<file path="config.mk">
export PLATFORM = sky130hd
export DESIGN_NAME = argmax_classifier
export DESIGN_NICKNAME = d
export VERILOG_FILES = /design/src/rtl/argmax_classifier.sv
export SDC_FILE = /design/constraint.sdc
export NUM_CORES = 1
export LEC_CHECK = 0
export ABC_AREA = 1
export CELL_PAD_IN_SITES_DETAIL_PLACEMENT = 1
export CELL_PAD_IN_SITES_GLOBAL_PLACEMENT = 2
export CORE_MARGIN = 2
export CORE_UTILIZATION = 28
export CTS_CLUSTER_SIZE = 8
export DETAILED_ROUTE_END_ITERATION = 12
export PLACE_DENSITY_LB_ADDON = 0.1
export SYNTH_ARGS = -nofsm -noshare
export SYNTH_HDL_FRONTEND = slang
export SYNTH_SLANG_ARGS = --single-unit
</file>
<file path="constraint.sdc">
create_clock -name clk -period 2 [get_ports clk]
set_clock_uncertainty 0.2 [all_clocks]
set_input_delay 0.3 -clock clk [delete_from_list [all_inputs] [get_ports clk]]
set_output_delay 0.3 -clock clk [all_outputs]
set_load 0.03 [all_outputs]
</file>
<file path="src/rtl/argmax_classifier.sv">
// Streaming argmax over one frame of NUM_CLASSES signed scores.
// Result is held with a valid/ready handshake until consumed.
module argmax_classifier #(
    parameter int RESOLUTION  = 8,
    parameter int NUM_CLASSES = 10,
    parameter int CLASS_W     = 4
) (
    input  logic                         clk,
    input  logic                         reset,
    input  logic                         in_valid,
    input  logic signed [RESOLUTION-1:0] in_data,
    output logic                         in_ready,
    output logic                         out_valid,
    input  logic                         out_ready,
    output logic        [CLASS_W-1:0]    out_class,
    output logic signed [RESOLUTION-1:0] out_score
);

    localparam logic [CLASS_W-1:0] LAST = CLASS_W'(NUM_CLASSES - 1);

    generate
        if ((2 ** CLASS_W) < NUM_CLASSES) begin : g_bad_class_w
            $error("CLASS_W too narrow for NUM_CLASSES");
        end
    endgenerate

    typedef enum logic {
        ACC,
        HOLD
    } state_t;

    state_t                      state;
    logic        [CLASS_W-1:0]   idx;
    logic signed [RESOLUTION-1:0] run_max;
    logic        [CLASS_W-1:0]   run_class;

    // Strict compare keeps the lowest index on ties.
    always_ff @(posedge clk) begin
        if (reset) begin
            state     <= ACC;
            idx       <= '0;
            run_max   <= '0;
            run_class <= '0;
            in_ready  <= 1'b1;
            out_valid <= 1'b0;
        end else begin
            unique case (state)
                ACC: begin
                    if (in_valid) begin
                        if (idx == '0) begin
                            run_max   <= in_data;
                            run_class <= '0;
                        end else if (in_data > run_max) begin
                            run_max   <= in_data;
                            run_class <= idx;
                        end
                        if (idx == LAST) begin
                            idx       <= '0;
                            state     <= HOLD;
                            in_ready  <= 1'b0;
                            out_valid <= 1'b1;
                        end else begin
                            idx <= idx + 1'b1;
                        end
                    end
                end
                HOLD: begin
                    if (out_ready) begin
                        state     <= ACC;
                        in_ready  <= 1'b1;
                        out_valid <= 1'b0;
                    end
                end
                default: begin
                    state     <= ACC;
                    in_ready  <= 1'b1;
                    out_valid <= 1'b0;
                end
            endcase
        end
    end

    assign out_class = run_class;
    assign out_score = run_max;

endmodule

</file>
Word-level counts from Yosys, hierarchy flattened
Index checks and enable logic that the tools add are counted.

Register bits: 19. Bits of input ports: 12.

Add/sub/neg operators: 1. Order comparisons: 1. Equality and inequality tests: 4. Multiplexer cells: 17. Bitwise operators: 1. Reductions and logical operators: 5.

Operators with widths (count): $mux 8 (2); $mux 4 (3); $mux 1 (9); $gt 8x8->1 (1); $ne 2x2->1 const B (3); $pmux 1 s2 (3); $reduce_and 3->1 (2); $add 4x1->4 const B (1); $eq 4x4->1 const B (1); $logic_not 4->1 (1); $reduce_and 2->1 (1); $reduce_bool 2->1 (1); $not 1->1 (1).

Depth between registers and ports, before layout
Gate-level depths: netlist of run 1.

Depth after elaboration: 4. Mapped depth: 16. Mapped depth without buffers: 15.

Worst setup path after synthesis of run 1
Ideal clock, no wire load.

Path kind: reg-to-reg. Start: reg run_max[7], in the netlist out_score[7]. End: reg run_max[2], in the netlist out_score[2]. Library setup time: 0.114 ns. Arrival: 1.775 ns. Slack: -0.089 ns. Cell stages (with the launch flop): 13. Buffers on the path: 1. Period minus slack after synthesis: 2.089 ns. Cell sequence: dfxtp_1 -> inv_1 -> ha_1 -> a21o_1 -> nor2_2 -> nand2_1 -> nand2_1 -> nand3_2 -> nand2_4 -> buf_12 -> nand3_2 -> nand2_2 -> nor2_2.

Cells in the longest elaborated chain, start to end: 3.

Ends and longest elaborated chain: from (decl) (RTL line 34) `logic signed [RESOLUTION-1:0] run_max;`; from (signal assigned) (RTL line 51) `run_max <= in_data;`; from (signal assigned) (RTL line 54) `run_max <= in_data;`; $gt 8x8->1 (RTL line 53) `end else if (in_data > run_max) begin`; $reduce_bool 2->1 (no source line); $reduce_and 3->1 (no source line).

Every way passes these cells. A chain may end at the register's enable or synchronous reset.

Final worst setup path of run 1
Start: reg run_max[7], in the netlist out_score[7]. End: reg run_class[1], in the netlist out_class[1].

Cells in the longest elaborated chain, start to end: 3.

Ends and longest elaborated chain: $gt 8x8->1 (RTL line 53); $reduce_bool 2->1 (no source line); $reduce_and 3->1 (no source line); to (signal assigned) (RTL line 55) `run_class <= idx;`; to (decl) (RTL line 35) `logic [CLASS_W-1:0] run_class;`.

Every way passes these cells.

==> impl_metrics.csv, run 1 <==
group,metric,value,unit
timing,slew_viol_final,0,
worst_setup_path,crit_type,"flop to flop",
floorplanning,initial_core_util,29.63,%
finish,drive_gt1_share,52.48,%
timing,setup_slack,0.05885,ns
logic_synthesis,synth_area_per_cell,7.963,um2
worst_setup_path,critPathMaxFanout,6,
worst_setup_path,cp_common_cell,"nand2_2",
floorplanning,io-pin-count,26,
timing,timing.fmax,0.5152,GHz
timing,rsz0062_at_grt,"yes",
grt,grt_overflow,0,
finish,nFillCells,471,
worst_setup_path,cp.arrival,1.90,ns
floorplanning,die_height,69.53,um
logic_synthesis,ys_seq_area_share,31.63,%
logic_synthesis,synth_seq_cells,19,
logic_synthesis,synth_top_cell_by_area,"dfxtp_1",
grt,grt_max_degree,19,
logic_synthesis,syn_area,1202,um2
min_path,worstHoldPathType,"flop to flop",
detailed_routing,route.final.wire_length,3348,um
timing,fin_crit,1.941,ns
power,power_frac_comb,45.2,%
logic_synthesis,syn_inst,151,
logic_synthesis,synth.distinct_cells,26,
floorplanning,core,4058,um2
placement,gp_congestion,0.7515,
worst_setup_path,required,1.96,ns
logic_synthesis,synth_top_area_share,31.63,%
cts,clk_pin_slew,0.07,ns
worst_setup_path,critical_path.endpoint_type,"flop",
run_status,run_status,"completed",
timing,setup_viol_count_final,0,
timing,max_slew.worst_pin.slew,0.3213,ns
detailed_routing,drtIter0Drc,12,
power,power_leakage,0.8282,nW
power,power.share.clock,21.3,%
power,powerDensity,688.6,nW/um2
floorplanning,rows,23,
finish,layout_common_cells,"buf_4, inv_1, clkdlybuf4s50_1",
placement,dp_hpwl,2324,um
detailed_routing,drc,0,
power,intPower,0.8121,mW
grt,grt_usage,14.83,%
power,power_switching,0.4890,mW
timing,period_share,97.06,%
finish,syn2layout_area_growth,57.13,%
finish,finish.utilization,46.56,%
cts,ctsHtreeMaxLevel,1,
detailed_routing,vias,1155,
logic_synthesis,yosysWarnings,0,
worst_setup_path,crit_path_start_kind,"flop",
grt,grt_pass1_vias,1229,
floorplanning,die-width,69.53,um
detailed_routing,first_pass_iters,4,
power,p_seq_share,33.5,%
grt,antenna_found_initial,0,
power,fin_total_pwr,1.301,mW
worst_setup_path,critPathMaxStageDelay,0.34,ns
logic_synthesis,ys_top_cells_by_area,"dfxtp_1, a21oi_2, nand2_1, ha_1, nand3_2",
placement,pre_cts_ws,-0.4688,ns
timing,maxSlewHeadroom,78.51,%
cts,clock_latency,0.26,ns
finish,nNetsFinal,223,
power,ir_drop,0.2715,mV
placement,numPortBuffers,25,
detailed_routing,viasPerCell,4.583,
worst_setup_path,slowest_stage,"dfxtp_2",
power,swShare,37.58,%
logic_synthesis,syn-num-nets,171,
cts,clockBufferDepth,2,
finish,final_common_cell,"buf_4",
floorplanning,die_area,4834,um2
cts,cts.sinks,19,
cts,numCtsBuffers,3,
cts,cts_root_buf,"clkbuf_8",
timing,hold_viol,0,
worst_setup_path,crit_path_cell_trace,"inv_2 -> ha_4 -> a21o_1 -> nor2_2 -> nand2_2 -> nand2_2 -> nand3_4 -> nand2_8 -> nand3_1 -> nand2_1 -> nor2_1",
placement,place_inst,242,
detailed_routing,drtAntennaViolNets,0,
grt,grt_pass1_wl,5740,um
detailed_routing,wl_per_cell,13.29,um
finish,final_cells,252,
cts,cts_tree,"yes",
finish,antenna_cells,0,
run,drv_cap,0,
layout make-up:
| class | count | area [um2] | share of cell area (%) |
|---|---|---|---|
| well taps | 50 | 62.56 | 3.311 |
| inverters | 27 | 101.3 | 5.364 |
| clock buffers | 4 | 45.04 | 2.384 |
| repair buffers | 49 | 422.9 | 22.38 |
| flip-flops and latches | 19 | 390.4 | 20.66 |
| multi-input cells | 103 | 867.1 | 45.89 |
per-stage QoR:
stage	cell area, um2	hold WS, ns	TNS [ns]
floorplan	1207	0.1916	0
global placement	1600	0.2353	-4.934
detailed placement	1600	0.2393	-5.433
CTS	1788	0.2569	-0.2444
global route	1889	0.2988	-0.3052
finish	1889	0.2509	0
critical path, delay by kind of cell (launching register included):
family | cells | cell delay, ns
buffers and inverters | 1 | 0.04
and+or+nand+nor | 8 | 0.87
DFF | 1 | 0.34
adders and majority gates | 1 | 0.22
AOI/OAI and AO/OA | 1 | 0.17
metal layers:
layer | vias up | global-route usage (%) | part of all wire, %
met1 | 552 | 17.67 | 43
met3 | 5 | 2.180 | 2.9
li1 | 582 | - | -
met5 | - | 0 | 0
met2 | 16 | 26.82 | 52
met4 | 0 | 5.229 | 1.6
sequential cells by signal (all words and copies together) (netlist names):
register	flops
in_ready	1
out_score	8
out_class	4
out_valid	1
idx	4
state	1
power groups by stage:
stage / Combinational, mW / Clock (mW) / Sequential [mW]
finish: 0.589 / 0.277 / 0.436
global route: 0.646 / 0.306 / 0.439
CTS: 0.552 / 0.291 / 0.432
detailed placement: 0.443 / 0 / 0.439
global placement: 0.428 / 0 / 0.438
floorplan: 0.241 / 0 / 0.497
worst paths after layout:
path                startpoint      endpoint  slack, ns  depth (start not counted)
hold / removal        in_ready      in_ready       0.25                          2
hold reg to reg       in_ready      in_ready       0.25                          2
setup / recovery  out_score[7]  out_class[1]       0.06                         11
setup reg to reg  out_score[7]  out_class[1]       0.06                         11
synthesized netlist by cell type:
cell / instances
nand2_1: 27
inv_1: 23
dfxtp_1: 19
a21oi_2: 12
nor2_1: 10
nor2_2: 10
nand3_2: 9
ha_1: 8
a21oi_1: 5
nand3_1: 5
inv_2: 3
nand4_1: 3
buf_12: 2
buf_6: 2
o21ai_0: 2
a21o_1: 1
buf_8: 1
clkinv_1: 1
nand2_2: 1
nand2_4: 1
nor2_4: 1
nor3_1: 1
o211ai_1: 1
o21ai_1: 1
o31ai_1: 1
or2_1: 1
logic make-up after synthesis:
| kind of cell | count (synthesis) | share of synthesized area, % |
|---|---|---|
| and+or+nand+nor | 69 | 31.22 |
| buffers and inverters | 32 | 14.88 |
| AOI/OAI and AO/OA | 23 | 13.94 |
| DFF | 19 | 31.63 |
| adders and majority gates | 8 | 8.325 |
repair_timing:
action | in CTS | in global routing
hold endpoints to repair | 0 | 0
endpoints found under the setup margin | 12 | 12
setup buffers | 1 | 2
hold buffers | 0 | 0
cloned | 3 | 0
gates resized for setup | 27 | 25
pin swaps | 19 | 20
Note: power is estimated with default switching activity, not from simulation.
==> run 2, diff against run 1 <==
--- a/config.mk
+++ b/config.mk
@@ -10,6 +10,7 @@
 export CELL_PAD_IN_SITES_GLOBAL_PLACEMENT = 2
 export CORE_MARGIN = 2
 export CORE_UTILIZATION = 28
+export CTS_CLUSTER_DIAMETER = 60
 export CTS_CLUSTER_SIZE = 8
 export DETAILED_ROUTE_END_ITERATION = 12
 export PLACE_DENSITY_LB_ADDON = 0.1
==> results of run 2 <==
Same layout as run 1: the final DEF is identical, and so are final timing and power.
